$ cat config.mk
export PLATFORM = sky130hd
export DESIGN_NAME = axi_lite_read_slave
export DESIGN_NICKNAME = d
export VERILOG_FILES = /design/src/rtl/axi_lite_read_slave.sv
export SDC_FILE = /design/constraint.sdc
export NUM_CORES = 1
export LEC_CHECK = 0
export ABC_AREA = 1
export CAP_MARGIN = 25
export CELL_PAD_IN_SITES_DETAIL_PLACEMENT = 0
export CELL_PAD_IN_SITES_GLOBAL_PLACEMENT = 1
export CORE_MARGIN = 5
export CORE_UTILIZATION = 31
export DETAILED_ROUTE_END_ITERATION = 16
export PLACE_DENSITY_LB_ADDON = 0.1
export SLEW_MARGIN = 25
export SYNTH_ARGS = -nofsm -noshare
export SYNTH_HDL_FRONTEND = slang
export SYNTH_SLANG_ARGS = --single-unit
$ cat constraint.sdc
create_clock -name ACLK -period 10.94 [get_ports ACLK]
set_clock_uncertainty 0.1 [all_clocks]
set_input_delay 1.641 -clock ACLK [delete_from_list [all_inputs] [get_ports ACLK]]
set_output_delay 1.641 -clock ACLK [all_outputs]
set_load 0.01 [all_outputs]
$ cat src/rtl/axi_lite_read_slave.sv
// AXI4-Lite read responder backed by a local 32-bit register bank.
// Accepts one read address at a time on AR. After a programmable latency it
// returns the register contents (or an error response) on R.
// The bank is written from the fabric side through a simple local write port.
//
// Ports:
//   ACLK, ARESET            clock, asynchronous active-high reset
//   ARVALID/ARREADY/ARADDR  read-address channel (ARPROT accepted, ignored)
//   RVALID/RREADY           read-data channel handshake
//   RDATA/RRESP             read data and response (OKAY/SLVERR/DECERR)
//   wr_en/wr_idx/wr_data    local register write port
module axi_lite_read_slave #(
  parameter int unsigned ADDR_W       = 8,
  parameter int unsigned NUM_REGS     = 8,
  parameter int unsigned READ_LATENCY = 2
) (
  input  logic              ACLK,
  input  logic              ARESET,
  input  logic              ARVALID,
  output logic              ARREADY,
  input  logic [ADDR_W-1:0] ARADDR,
  input  logic [2:0]        ARPROT,
  output logic              RVALID,
  input  logic              RREADY,
  output logic [31:0]       RDATA,
  output logic [1:0]        RRESP,
  input  logic              wr_en,
  input  logic [ADDR_W-3:0] wr_idx,
  input  logic [31:0]       wr_data
);

  localparam int unsigned IDX_W = ADDR_W - 2;
  localparam int unsigned CNT_W = 4;

  localparam logic [1:0] RESP_OKAY   = 2'b00;
  localparam logic [1:0] RESP_SLVERR = 2'b10;
  localparam logic [1:0] RESP_DECERR = 2'b11;

  typedef enum logic [1:0] {IDLE, WAIT, RESP} state_t;

  state_t             state;
  logic [ADDR_W-1:0]  addr_q;
  logic [CNT_W-1:0]   cnt;
  logic [31:0]        regs [NUM_REGS];

  logic               ar_hs;
  logic [ADDR_W-1:0]  dec_addr;
  logic [IDX_W-1:0]   dec_idx;
  logic [31:0]        rd_word;
  logic [31:0]        dec_data;
  logic [1:0]         dec_resp;

  // ARPROT carries no meaning for this slave.
  logic unused_prot;
  assign unused_prot = ^ARPROT;

  assign ARREADY = (state == IDLE) && !ARESET;
  assign ar_hs   = ARVALID && ARREADY;

  // Capture happens in IDLE only when latency is zero, using the live address.
  always_comb begin
    dec_addr = (state == IDLE) ? ARADDR : addr_q;
    dec_idx  = dec_addr[ADDR_W-1:2];
    rd_word  = 32'h0;
    for (int unsigned i = 0; i < NUM_REGS; i++) begin
      if (32'(dec_idx) == i) rd_word = regs[i];
    end
    if (dec_addr[1:0] != 2'b00) begin
      dec_data = 32'h0;
      dec_resp = RESP_SLVERR;
    end else if (32'(dec_idx) >= NUM_REGS) begin
      dec_data = 32'h0;
      dec_resp = RESP_DECERR;
    end else begin
      dec_data = rd_word;
      dec_resp = RESP_OKAY;
    end
  end

  // Read FSM: IDLE -> (WAIT) -> RESP -> IDLE.
  always_ff @(posedge ACLK or posedge ARESET) begin
    if (ARESET) begin
      state  <= IDLE;
      addr_q <= '0;
      cnt    <= '0;
      RVALID <= 1'b0;
      RDATA  <= 32'h0;
      RRESP  <= 2'b00;
    end else begin
      case (state)
        IDLE: begin
          if (ar_hs) begin
            addr_q <= ARADDR;
            if (READ_LATENCY == 0) begin
              state  <= RESP;
              RVALID <= 1'b1;
              RDATA  <= dec_data;
              RRESP  <= dec_resp;
            end else begin
              state <= WAIT;
              cnt   <= CNT_W'(READ_LATENCY - 1);
            end
          end
        end
        WAIT: begin
          if (cnt == '0) begin
            state  <= RESP;
            RVALID <= 1'b1;
            RDATA  <= dec_data;
            RRESP  <= dec_resp;
          end else begin
            cnt <= cnt - CNT_W'(1);
          end
        end
        RESP: begin
          if (RREADY) begin
            state  <= IDLE;
            RVALID <= 1'b0;
          end
        end
        default: begin
          state  <= IDLE;
          RVALID <= 1'b0;
        end
      endcase
    end
  end

  // Register bank; a write on the capture edge is not seen by that capture.
  always_ff @(posedge ACLK or posedge ARESET) begin
    if (ARESET) begin
      for (int unsigned i = 0; i < NUM_REGS; i++) regs[i] <= 32'h0;
    end else if (wr_en) begin
      for (int unsigned i = 0; i < NUM_REGS; i++) begin
        if (32'(wr_idx) == i) regs[i] <= wr_data;
      end
    end
  end

endmodule

== Word level (Yosys, flattened, before mapping) ==
Index checks and enable logic that the tools add are counted.
Word-level totals
  register bits: 305
  input port bits: 54
  logic and storage cells: 82
Cells by class
  add/subtract/negate cells: 1
  $lt $le $gt $ge: 1
  equal/unequal tests: 20
  mux-type cells: 23
  bitwise logic cells: 1
  reductions and logical operators: 22
Operators with widths (count)
  $mux W32: 10
  $eq A6 B3 Y1 const B: 8
  $eq A6 B2 Y1 const B: 4
  $reduce_and A2 Y1: 10
  $eq A6 B1 Y1 const B: 2
  $logic_not A6 Y1: 2
  $mux W2: 5
  $reduce_and A3 Y1: 3
  $mux W4: 2
  $mux W8: 1
  $ne A2 B2 Y1 const B: 4
  $pmux W4 S2: 1
  $ge A6 B4 Y1 const B: 1
  $pmux W2 S3: 1
  $logic_not A4 Y1: 1
  $reduce_bool A2 Y1: 2
  $sub A4 B1 Y4 const B: 1
  $pmux W1 S3: 1
  $eq A2 B1 Y1 const B: 1
  $eq A2 B2 Y1 const B: 1
  $logic_and A1 B1 Y1: 2
  $logic_not A2 Y1: 1
  $mux W1: 2
  $logic_not A1 Y1: 1
  $not A1 Y1: 1

== Longest topological paths before layout ==
  word-level depth: 13
  depth in mapped cells: 14

== Worst setup path before layout ==
OpenSTA, ideal clock, no wires.
  path type: in2out
  start: input ARESET
  end: output ARREADY
  arrival time: 1.840 ns
  data required time: 9.199 ns
  path slack: 7.359 ns
  stages: 1
  path buffers: 0
  cell sequence: nor2_1
Between the ends
  cells in the longest elaborated chain, start to end: 2
RTL lines
  start: declaration: RTL line 18  | input logic ARESET,
  $logic_not A1 Y1 (no source line)
  $logic_and A1 B1 Y1: RTL line 57  | assign ARREADY = (state == IDLE) && !ARESET;
  end: declaration: RTL line 20  | output logic ARREADY,
Every way passes these cells.

== Worst setup path in the final report ==
Same ends and word-level chain as after synthesis.

==> flow_summary.ini <==
[run_status]
outcome = finished, final reports clean

[synthesis]
synthCells = 1554
async_flop_share = 1.00
synth_ff_type = dfrtp_1
yosysWarnings = 0
synth_top_area_share = 0.580
synth_commonest_cells = nand2_1, dfrtp_1, o21ai_0
avgSynthCellArea_um2 = 8.46
synth_edf_count = 0
synth-seq-cells = 305
netlist_area_mm2 = 0.0131
yosysTopAreaCell = dfrtp_1
synth_cell_types = 30
synth.area.top_cells = dfrtp_1, nand2_1, o21ai_0
syn_nets = 1609
seq_area_frac_synth = 0.580
yosysMostFrequentCell = nand2_1

[clock_tree]
cts.path.max_buffers = 3
cts_htree_levels = 2
post_cts_resize_count = 0
cts_buffers = 37
root_buffer = clkbuf_16
cts_tree = done
hold_buffers = 0
clkLatencyLatePin_ps = 530
post_cts_buffers = 0
cts_sinks = 305
cts.clk_slew.worst_paths_ps = 60

[placement]
dp_hpwl_mm = 21.0
placed_cell_area_mm2 = 0.0145
port_buffers = 86
place_congestion = 0.704

[route]
totalWireLength_mm = 37.3
drt_iter0_drc = 765
drt.antenna.violating_nets = 0
post-route-drc-count = 0
firstDrtPassIters = 5
num_vias = 10200
viasPerCell = 4.70
wl_per_cell_um = 17.1

[layout]
fin_area_mm2 = 0.0157
nets = 1671
antenna_cells_inserted = 0
syn2layout_area_growth_pct = 19.5
layout-drive-gt1-share = 0.0683

[min_path]
hp-class = flop to flop

[setup_path]
cp-start-kind = input port
crit_required_ps = 9200
worstSetupPathType = input port to output port
path_max_fanout = 2
arrival_ps = 2890
cp-end-kind = output port

[timing]
max_freq_mhz = 216
slew_violations = 0
hold_violations = 0
final.period_utilization = 0.423
period_minus_slack_ps = 4630
report.final.setup_viol = 0
rsz0062_at_grt = false
relSlewSlack = 0.370
max_slew.worst_pin.slew_ps = 943
setup_tns_ps = 0

[global_routing]
grt_max_degree = 122
grt_pass1_vias = 10200
antenna_found_initial = 0
grt_pass1_wl_mm = 60.3
grt_use_total = 0.162
overflow = 0

[die]
die_w_um = 216
num_io_pins = 90
die-area_mm2 = 0.0466
row_count = 75
core-area_mm2 = 0.0419
die_y_um = 216
start_util = 0.313

[pwr]
power_density_mw_per_mm2 = 213
p_leak_uw = 0.00745
vdd_drop_max_mv = 0.0786

[job]
cap_violations = 0
-- flip-flops by register name, summed over array words and instances (netlist names) --
name,count
cnt,4
state,2
regs,256
RRESP,2
addr_q,8
RVALID,1
RDATA,32
-- worst paths after layout --
check	cells after the start	to	slack (ps)	start
max in group asynchronous	3	regs[250]	7640	ARESET
worst min register to register	2	RDATA[15]	370	RDATA[15]
min in group asynchronous	2	addr_q[5]	1630	ARESET
worst min-delay path	2	RDATA[15]	370	RDATA[15]
worst max-delay path	3	ARREADY	6310	ARESET
worst max register to register	11	RDATA[5]	7650	state[0]
-- metrics by stage --
step	utilization	cells	power, uW	setup WS, ps	hold WS, ps
final	0.375	2180	3340	6310	374
after CTS	0.375	2180	3410	6300	380
after detailed placement	0.346	2116	2140	6300	364
after global placement	0.345	2115	2120	5790	359
after global routing	0.375	2180	3550	6250	393
after floorplan	-	1554	1870	768	346
-- area by class of cell --
| class | instances | area (um^2) |
|---|---|---|
| sequential | 305 | 7630 |
| inverter | 75 | 289 |
| clock inverter | 6 | 109 |
| tap | 539 | 674 |
| timing repair buffer | 103 | 1010 |
| clock buffer | 58 | 1100 |
| fill | 4365 | 26200 |
| multi-input combinational | 1094 | 4900 |
-- worst max-delay path, stage by stage --
cell and delay [ps]:
clkdlybuf4s50_1 510, nor2_1 180, clkdlybuf4s50_1 560
-- cell usage in the layout (no fill, tap or decap), types with 11 or more instances in the layout --
cell type        netlist  final
a21oi_1              113    113
buf_4                  4     16
clkbuf_1              57     11
clkbuf_16              0     37
clkdlybuf4s50_1        0     86
dfrtp_1              305    305
inv_1                 71     69
nand2_1              502    496
nand3_1               39     39
nand4_1               32     32
nor2_1               160    157
o21ai_0              211    211
-- kinds of logic (layout without fill, tap and decap cells) --
| logic type | after synthesis | after routing | share of synthesized area |
|---|---|---|---|
| muxes | 5 | 5 | 0.00428 |
| AOI/OAI and AO/OA | 331 | 331 | 0.128 |
| adders and majority gates | 1 | 1 | 0.000951 |
| DFF | 305 | 305 | 0.580 |
| and+or+nand+nor | 757 | 757 | 0.236 |
| buffers and inverters | 155 | 242 | 0.0505 |
-- layer usage --
metal,part of all wire,vias to the layer above,track usage
li1,-,5159,-
met5,0,-,0
met2,0.46,161,0.260
met3,0.037,47,0.0291
met1,0.49,4879,0.233
met4,0.017,0,0.0331
-- power by group --
part / internal, uW / leakage (uW) / switching (uW)
Combinational: 255 / 0.00285 / 404
Sequential: 1340 / 0.00401 / 107
Clock: 761 / 0.000595 / 479
Total: 2350 / 0.00745 / 990
Power figures use the tool's default switching activity.
